===== config.mk =====
export PLATFORM = sky130hd
export DESIGN_NAME = loongarch_div_seq
export DESIGN_NICKNAME = d
export VERILOG_FILES = /design/src/rtl/loongarch_div_pkg.sv /design/src/rtl/loongarch_div_seq_step.sv /design/src/rtl/loongarch_div_seq.sv
export SDC_FILE = /design/constraint.sdc
export NUM_CORES = 1
export LEC_CHECK = 0
export ABC_AREA = 1
export BUFFER_PORTS_ARGS = -buffer_cell sky130_fd_sc_hd__buf_2
export CORE_ASPECT_RATIO = 2
export CORE_MARGIN = 5
export CORE_UTILIZATION = 45
export CTS_CLUSTER_DIAMETER = 40
export CTS_CLUSTER_SIZE = 24
export DETAILED_ROUTE_END_ITERATION = 8
export GPL_ROUTABILITY_DRIVEN = 0
export GPL_TIMING_DRIVEN = 0
export MAX_ROUTING_LAYER = met4
export PLACE_DENSITY = 0.6
export SYNTH_ARGS = -nofsm -noshare
export SYNTH_HDL_FRONTEND = slang
export SYNTH_HIERARCHICAL = 1
export SYNTH_SLANG_ARGS = --single-unit

===== constraint.sdc =====
create_clock -name clk -period 3.7 [get_ports clk]
set_input_delay 0.555 -clock clk [delete_from_list [all_inputs] [get_ports clk]]
set_output_delay 0.555 -clock clk [all_outputs]
set_load 0.01 [all_outputs]

===== src/rtl/loongarch_div_pkg.sv =====
// Shared definitions for the sequential LoongArch divider.
// Holds the divide/modulo op encodings, the sequencer state encoding and the
// default datapath width and divide-by-zero quotient.
package loongarch_div_pkg;

  localparam int unsigned DIV_XLEN = 32;
  localparam int unsigned DIV_CNT_W = 5;
  localparam logic [DIV_XLEN-1:0] DIV_DBZ_QUOT = 32'hFFFF_FFFF;

  // op[0] = unsigned, op[1] = return remainder
  typedef enum logic [1:0] {
    DIVOP_DIV_W  = 2'b00,
    DIVOP_DIV_WU = 2'b01,
    DIVOP_MOD_W  = 2'b10,
    DIVOP_MOD_WU = 2'b11
  } div_op_e;

  typedef enum logic [2:0] {
    S_IDLE = 3'd0,
    S_PREP = 3'd1,
    S_ITER = 3'd2,
    S_FIX  = 3'd3,
    S_DONE = 3'd4
  } div_state_e;

endpackage


===== src/rtl/loongarch_div_seq_step.sv =====
// One radix-2 restoring division step (purely combinational).
// Ports:
//   rem     in  XLEN  partial remainder
//   quo     in  XLEN  dividend/quotient shift register
//   divisor in  XLEN  divisor magnitude
//   rem_n   out XLEN  next partial remainder
//   quo_n   out XLEN  next quotient shift register
module div_restore_step #(
  parameter int unsigned XLEN = 32
) (
  input  logic [XLEN-1:0] rem,
  input  logic [XLEN-1:0] quo,
  input  logic [XLEN-1:0] divisor,
  output logic [XLEN-1:0] rem_n,
  output logic [XLEN-1:0] quo_n
);

  logic [XLEN:0] rem_sh;
  logic [XLEN:0] trial;

  always_comb begin
    // The shifted remainder can reach 2*divisor-1, so it needs the extra bit.
    rem_sh = {rem, quo[XLEN-1]};
    trial  = rem_sh - {1'b0, divisor};
    if (!trial[XLEN]) begin
      rem_n = trial[XLEN-1:0];
      quo_n = {quo[XLEN-2:0], 1'b1};
    end else begin
      rem_n = rem_sh[XLEN-1:0];
      quo_n = {quo[XLEN-2:0], 1'b0};
    end
  end

endmodule


===== src/rtl/loongarch_div_seq.sv =====
// Multi-cycle DIV.W/DIV.WU/MOD.W/MOD.WU unit for the EX stage.
// Accepts one op, stalls the pipeline for 32 restoring steps plus sign fix,
// then pulses done for one cycle with the quotient or remainder on result.
// Ports:
//   clk       in   1     clock, rising edge
//   resetn    in   1     asynchronous active-low reset
//   start     in   1     EX holds a valid div/mod instruction
//   op        in   2     00 DIV.W, 01 DIV.WU, 10 MOD.W, 11 MOD.WU
//   src_a     in   XLEN  dividend
//   src_b     in   XLEN  divisor
//   flush     in   1     abort current operation
//   stall_req out  1     freeze IF/ID/EX
//   busy      out  1     sequencer not idle
//   done      out  1     one-cycle result-valid pulse
//   result    out  XLEN  quotient or remainder, held until the next op completes
module loongarch_div_seq
  import loongarch_div_pkg::*;
#(
  parameter int unsigned      XLEN     = DIV_XLEN,
  parameter int unsigned      CNT_W    = DIV_CNT_W,
  parameter logic [XLEN-1:0]  DBZ_QUOT = DIV_DBZ_QUOT
) (
  input  logic            clk,
  input  logic            resetn,
  input  logic            start,
  input  logic [1:0]      op,
  input  logic [XLEN-1:0] src_a,
  input  logic [XLEN-1:0] src_b,
  input  logic            flush,
  output logic            stall_req,
  output logic            busy,
  output logic            done,
  output logic [XLEN-1:0] result
);

  div_state_e      state_q, state_d;
  logic [1:0]      op_q, op_d;
  logic [XLEN-1:0] a_q, a_d;
  logic [XLEN-1:0] b_q, b_d;
  logic [XLEN-1:0] dvs_q, dvs_d;
  logic [XLEN-1:0] rem_q, rem_d;
  logic [XLEN-1:0] quo_q, quo_d;
  logic            qneg_q, qneg_d;
  logic            rneg_q, rneg_d;
  logic [CNT_W-1:0] cnt_q, cnt_d;
  logic [XLEN-1:0] result_q, result_d;

  logic [XLEN-1:0] rem_step, quo_step;
  logic [XLEN-1:0] quo_fix, rem_fix;
  logic            signed_op;

  div_restore_step #(
    .XLEN(XLEN)
  ) u_step (
    .rem    (rem_q),
    .quo    (quo_q),
    .divisor(dvs_q),
    .rem_n  (rem_step),
    .quo_n  (quo_step)
  );

  always_comb begin
    state_d   = state_q;
    op_d      = op_q;
    a_d       = a_q;
    b_d       = b_q;
    dvs_d     = dvs_q;
    rem_d     = rem_q;
    quo_d     = quo_q;
    qneg_d    = qneg_q;
    rneg_d    = rneg_q;
    cnt_d     = cnt_q;
    result_d  = result_q;
    signed_op = ~op_q[0];
    quo_fix   = qneg_q ? -quo_q : quo_q;
    rem_fix   = rneg_q ? -rem_q : rem_q;

    unique case (state_q)
      S_IDLE: begin
        if (start && !flush) begin
          state_d = S_PREP;
          op_d    = op;
          a_d     = src_a;
          b_d     = src_b;
        end
      end
      S_PREP: begin
        // The dividend magnitude seeds the quotient shift register.
        quo_d   = (signed_op && a_q[XLEN-1]) ? -a_q : a_q;
        dvs_d   = (signed_op && b_q[XLEN-1]) ? -b_q : b_q;
        rem_d   = '0;
        qneg_d  = signed_op & (a_q[XLEN-1] ^ b_q[XLEN-1]);
        rneg_d  = signed_op & a_q[XLEN-1];
        cnt_d   = '1;
        state_d = S_ITER;
      end
      S_ITER: begin
        rem_d = rem_step;
        quo_d = quo_step;
        cnt_d = cnt_q - 1'b1;
        if (cnt_q == '0) begin
          state_d = S_FIX;
        end
      end
      S_FIX: begin
        if (b_q == '0) begin
          quo_fix = DBZ_QUOT;
          rem_fix = a_q;
        end
        quo_d = quo_fix;
        rem_d = rem_fix;
        // A flush here must leave the previously returned result intact.
        if (!flush) begin
          result_d = op_q[1] ? rem_fix : quo_fix;
        end
        state_d = S_DONE;
      end
      S_DONE: begin
        state_d = S_IDLE;
      end
      default: begin
        state_d = S_IDLE;
      end
    endcase

    if (flush) begin
      state_d = S_IDLE;
    end
  end

  always_ff @(posedge clk or negedge resetn) begin
    if (!resetn) begin
      state_q  <= S_IDLE;
      op_q     <= '0;
      a_q      <= '0;
      b_q      <= '0;
      dvs_q    <= '0;
      rem_q    <= '0;
      quo_q    <= '0;
      qneg_q   <= 1'b0;
      rneg_q   <= 1'b0;
      cnt_q    <= '0;
      result_q <= '0;
    end else begin
      state_q  <= state_d;
      op_q     <= op_d;
      a_q      <= a_d;
      b_q      <= b_d;
      dvs_q    <= dvs_d;
      rem_q    <= rem_d;
      quo_q    <= quo_d;
      qneg_q   <= qneg_d;
      rneg_q   <= rneg_d;
      cnt_q    <= cnt_d;
      result_q <= result_d;
    end
  end

  // Combinational on start so EX does not advance in the accept cycle.
  assign stall_req = ((state_q == S_IDLE) && start && !flush) || (state_q == S_PREP) ||
                     (state_q == S_ITER) || (state_q == S_FIX);
  assign busy      = (state_q != S_IDLE);
  assign done      = (state_q == S_DONE);
  assign result    = result_q;

endmodule


==> results by group, run 1 <==
Synthesis
  – Async SR Flop Fraction: 100%
  – FF+latch count, synth: 204
  – Commonest cells post-synth: nand2_1 (886), nor2_1 (308), inv_1 (284)
  – Top_reg_cell synth: dfrtp_1
  – Register area share after synthesis: 31.7%
  – Avg Inst Size Synth: 6.25 um^2
  – Synth top area cells: dfrtp_1 (32%), nand2_1 (21%), nand3_1 (7.4%)
  – Synth top area share: 31.7%
  – Post-synthesis cell count: 2,574
  – Top-count cell post-synth: nand2_1
  – Synth area leader: dfrtp_1
  – Unique cell type count in the Yosys netlist: 48
  – Yosys Warn Count: 6
  – Post-synth EDFFs: 0
  – Mapped Area: 16,100 um^2
  – Syn Nets: 2,683

Worst setup path
  – WP buf/inv: 3
  – CP arrival: 2.79 ns
  – Critical path destination: stall_req
  – Worst R2R Start: rem_q[5]
  – CP endpoint kind: output pin
  – Worst path required time: 3.14 ns
  – Crit-path max FO: 10
  – FF-to-FF End: rem_q[31]
  – Startpoint Class: register
  – Crit path largest cell delay: 0.79 ns
  – Slowest CP cell: clkbuf_1
  – Worst R2R Setup Slack: 0.86 ns
  – Reg2Reg Depth: 15
  – WP depth: 6
  – Cell family with most CP delay: buffers and inverters
  – Cell mode on critical path: nand2_1
  – Crit path launch: state_q[1]
  – Crit Path Class: reg2out
  – Worst-path cell chain: nor2_1 > inv_1 > nand2_1 > clkbuf_1 > nand2_1 > buf_2

STA
  – Worst rel slew slack: 34.1%
  – FMAX: 299 MHz
  – Fin. Hold Viols: 5
  – Post-layout min period: 3.34 ns
  – Worst clock skew: 0.0549 ns
  – Slew at the pin with the worst max-slew slack: 0.988 ns
  – Hold Slack: -0.0239 ns
  – RSZ-0062 raised after global routing: no
  – Final setup fails: 0
  – Final worst path period share: 90.4%
  – Max-slew violations: 0

Final layout
  – Register area: 5100 um^2
  – Non-filler instance count after layout: 3,177
  – # fillers: 3,764
  – Share of post-route cells with drive strength above 1: 10.6%
  – Fin area: 18,100 um^2
  – Final net count: 2,816
  – Antenna cells: 0
  – Area growth from synthesis to layout: 12.7%
  – Footprint of the multi-input gates: 9210 um^2

Floorplanning
  – Floorplan core area: 35,600 um^2
  – Die Y: 277 um
  – Die footprint: 39,900 um^2
  – I/O pins: 105
  – Initial core utilization: 45.2%
  – Die width: 144 um
  – FP Rows: 98

Pwr
  – Peak VDD IR: 0.575 mV
  – Total Power: 17.6 mW
  – Leak: 9.64 nW
  – Power Dens Cells: 971 nW/um^2

Flow run
  – Max cap viols: 0

Route
  – Met3 wire length: 3.31 mm
  – First-pass iteration count of the detailed router: 8
  – Residual DRC: 0
  – Mean number of vias per cell: 5.47
  – Routed WL per cell: 21.1 um
  – Vias: 17,400
  – Starting DRT DRC Count: 1,393
  – M1 wire length: 21.1 mm
  – Remaining antenna violation count: 0
  – Met2 routed WL: 34.3 mm
  – DRT Wirelength: 67.1 mm
  – Top Layer Used: met4

Clock tree
  – TritonCTS Buffers: 26
  – H-tree depth: 1
  – Clk slew on worst S/H paths: 0.07 ns
  – Worst skew pair latency: 0.59 ns
  – Post-CTS Resized: 0
  – CTS tree: built
  – CTS Root Cell: clkbuf_16
  – Clock Sinks: 204
  – Postcts setup bufs: 0
  – Max Root-Sink Buffers: 3
  – Post-CTS Hold Buffers: 0

Global route
  – Pin count of the biggest net entering global routing: 109
  – Grt total ovfl: 0
  – Vias in the first global route: 17,700
  – Initial antenna violation count: 0
  – First-pass GRT wire length: 99.9 mm
  – All-Layer GR Usage: 34.3%

Placed design
  – Cell Count Post-Placement: 3,129
  – Port Buffers: 104
  – Placed cell areas: 17,200 um^2
  – Post-DP HPWL: 54.2 mm

Outcome
  – Outcome: finished with violations
  – Failing checks: negative hold slack

Hold path
  – Hold Path Class: in2async
[flip-flops by register name, indices dropped and copies added (netlist names)]
| name | flops |
|---|---|
| quo_q | 32 |
| op_q | 2 |
| cnt_q | 5 |
| result | 32 |
| b_q | 32 |
| dvs_q | 32 |
| qneg_q | 1 |
| rem_q | 32 |
| rneg_q | 1 |
| a_q | 32 |
| state_q | 3 |
[power breakdown]
group          switching (mW)  internal [mW]  leakage, nW
sequential               1.08           3.07         2.42
clock                    1.20           1.45        0.437
combinational            7.34           3.47         6.78
total                    9.62           7.99         9.64
[cell usage in the layout, fill, tap and decap left out, types with 19 or more instances in the layout]
| cell | n |
|---|---|
| clkbuf_1 | 39 |
| nand3_1 | 239 |
| dfrtp_1 | 204 |
| a31oi_1 | 19 |
| nor2_1 | 308 |
| buf_2 | 126 |
| o21ai_0 | 90 |
| nand2_1 | 886 |
| buf_4 | 36 |
| a21oi_1 | 130 |
| inv_1 | 284 |
| clkbuf_16 | 26 |
| xor2_1 | 44 |
| o21ai_1 | 40 |
| ha_1 | 38 |
| nand4_1 | 29 |
[worst reg2reg max path: cells and delay by family (launching register included)]
kind	cells	cell delay [ns]
AOI/OAI and AO/OA	1	0.32
adders and majority gates	1	0.43
buffers and inverters	1	0.06
DFF	1	0.50
and+or+nand+nor	12	1.36
[routing by layer]
metal | vias to the layer above | track usage, %
li1 | 8409 | -
met1 | 7935 | 30.3
met4 | 0 | 31.9
met3 | 331 | 4.11
met5 | - | -
met2 | 719 | 60.9
[metrics by stage]
| stage | setup TNS (ns) | utilization (%) | setup slack [ns] |
|---|---|---|---|
| after floorplan | 0 | - | 1.34 |
| after global placement | -298.93 | 48.3 | -1.50 |
| after detailed placement | 0 | 48.4 | 0.934 |
| after CTS | 0 | 51.0 | 0.439 |
| after global routing | 0 | 51.0 | 0.268 |
| final | 0 | 51.0 | 0.355 |
[final cells by class]
cell class / count / area share [%]
well taps: 450 / 3.11
flip-flops and latches: 204 / 28.2
multi-input cells: 1955 / 50.8
clock inverters: 17 / 1.14
inverters: 298 / 6.17
repair buffers: 105 / 3.08
plain buffers: 117 / 3.62
clock buffers: 31 / 3.91
[cell families (layout without fill, tap and decap cells)]
| group | Yosys count | count (layout) | share of synthesized area, % |
|---|---|---|---|
| compound gates | 318 | 318 | 10.7 |
| xor+xnor | 59 | 59 | 3.21 |
| fa+ha+maj | 39 | 39 | 3.08 |
| buf+inv | 415 | 568 | 11.0 |
| flops | 204 | 204 | 31.7 |
| mux | 9 | 9 | 0.630 |
| simple gates | 1530 | 1530 | 39.6 |
[how the worst min path moves through the flow]
stage,end,slack (ns),depth (start not counted)
after global placement,state_q[0],0.46,1
after CTS,b_q[5],0.01,1
after detailed placement,result[13],0.46,2
after floorplan,a_q[0],0.26,0
final,b_q[5],-0.02,1
after global routing,b_q[5],0.05,1
Power figures use the tool's default switching activity.
==> inputs of run 2 (changes only) <==
--- a/config.mk
+++ b/config.mk
@@ -15,7 +15,6 @@
 export DETAILED_ROUTE_END_ITERATION = 8
 export GPL_ROUTABILITY_DRIVEN = 0
 export GPL_TIMING_DRIVEN = 0
-export MAX_ROUTING_LAYER = met4
 export PLACE_DENSITY = 0.6
 export SYNTH_ARGS = -nofsm -noshare
 export SYNTH_HDL_FRONTEND = slang
==> results by group, run 2 (synthesized netlist as in run 1, its figures left out) <==
Final layout
  – Area growth from synthesis to layout: 12.7%
  – Footprint of the multi-input gates: 9210 um^2
  – Util after Layout: 51.0%
  – Register area: 5100 um^2
  – Fin area: 18,100 um^2
  – Most common cell after layout, fill and taps aside: nand2_1
  – Non-filler instance count after layout: 3,178
  – Share of post-route cells with drive strength above 1: 10.6%
  – # fillers: 3,765
  – Final net count: 2,816
  – Commonest cells after routing, fill and taps aside: nand2_1 (886), nor2_1 (308), inv_1 (284)

Placed design
  – Cell Count Post-Placement: 3,129
  – Port Buffers: 104
  – Pre-CTS setup slack: 0.934 ns
  – Post-DP HPWL: 54.2 mm
  – Placed cell areas: 17,200 um^2

Route
  – Mean number of vias per cell: 5.50
  – Routed WL per cell: 21.1 um
  – Residual DRC: 0
  – Vias: 17,500
  – First-pass iteration count of the detailed router: 6
  – Starting DRT DRC Count: 1,346
  – DRT Wirelength: 66.9 mm
  – Remaining antenna violation count: 0

Worst setup path
  – Worst path required time: 3.14 ns
  – CP arrival: 2.78 ns
  – Startpoint Class: register
  – CP endpoint kind: output pin
  – Crit Path Class: reg2out
  – Crit-path max FO: 10

Flow run
  – Max cap viols: 0

Clock tree
  – Worst skew pair latency: 0.59 ns
  – H-tree depth: 1
  – TritonCTS Buffers: 26
  – CTS Root Cell: clkbuf_16
  – Clock Sinks: 204
  – Post-CTS Hold Buffers: 0
  – Max Root-Sink Buffers: 3
  – Clk slew on worst S/H paths: 0.07 ns
  – CTS tree: built
  – Postcts setup bufs: 0
  – Post-CTS Resized: 0

Floorplanning
  – Die Y: 277 um
  – Floorplan core area: 35,600 um^2
  – Die footprint: 39,900 um^2
  – Initial core utilization: 45.2%
  – FP Rows: 98
  – Die width: 144 um
  – I/O pins: 105

Global route
  – First-pass GRT wire length: 100 mm
  – Vias in the first global route: 17,700
  – All-Layer GR Usage: 33.4%
  – Pin count of the biggest net entering global routing: 109
  – Grt total ovfl: 0
  – Initial antenna violation count: 0

STA
  – Final setup fails: 0
  – Fin worst setup slack: 0.368 ns
  – Fin. Hold Viols: 3
  – FMAX: 300 MHz
  – Hold Slack: -0.0159 ns
  – RSZ-0062 raised after global routing: no
  – Max-slew violations: 0
  – Worst rel slew slack: 37.2%
  – Slew at the pin with the worst max-slew slack: 0.942 ns
  – Post-layout min period: 3.33 ns
  – Final worst path period share: 90.0%
  – Worst clock skew: 0.0560 ns

Outcome
  – Failing checks: negative hold slack
  – Outcome: finished with violations

Pwr
  – Power Dens Cells: 970 nW/um^2
  – Peak VDD IR: 0.577 mV
  – Leak: 9.64 nW
  – Total Power: 17.6 mW

Hold path
  – Hold Path Class: in2async
run 2: critical path: stages, from the launching register on:
cell      delay (ns)
dfrtp_1         0.41
nor2_1          0.19
inv_1           0.09
nand2_1         0.45
clkbuf_1        0.76
nand2_1         0.10
buf_2           0.17
run 2: layer usage:
metal	wire, um	track usage, %
met2	34100	60.7
met4	8610	32.3
met5	0	0
met3	3320	4.24
met1	20800	30.4
run 2: cell type report:
type | count | area share (%)
Clock buffer | 31 | 3.91
Buffer | 117 | 3.62
Inverter | 298 | 6.17
Sequential cell | 204 | 28.2
Timing Repair Buffer | 105 | 3.08
Multi-Input combinational cell | 1955 | 50.8
Clock inverter | 17 | 1.14
Antenna cell | 1 | 0.0138
Tap cell | 450 | 3.11
run 2: through the flow:
step	TNS [ns]	hold WS [ns]
floorplan	0	0.259
global placement	-298.93	0.464
detailed placement	0	0.464
CTS	0	0.0109
global route	0	0.0481
finish	0	-0.0159
run 2: final timing paths:
path	to	cells after the start	start	slack, ns
setup / recovery	stall_req	6	state_q[0]	0.37
hold / removal	b_q[5]	1	resetn	-0.02
setup reg to reg	rem_q[31]	15	rem_q[5]	0.88
hold reg to reg	result[27]	2	result[27]	0.47
max in group asynchronous	quo_q[29]	2	resetn	2.61
min in group clk	b_q[18]	2	src_b[18]	0.19
run 2: power by group:
part | total [mW] | switching (mW) | internal [mW]
Sequential | 4.14 | 1.07 | 3.07
Combinational | 10.8 | 7.33 | 3.47
Clock | 2.64 | 1.20 | 1.45
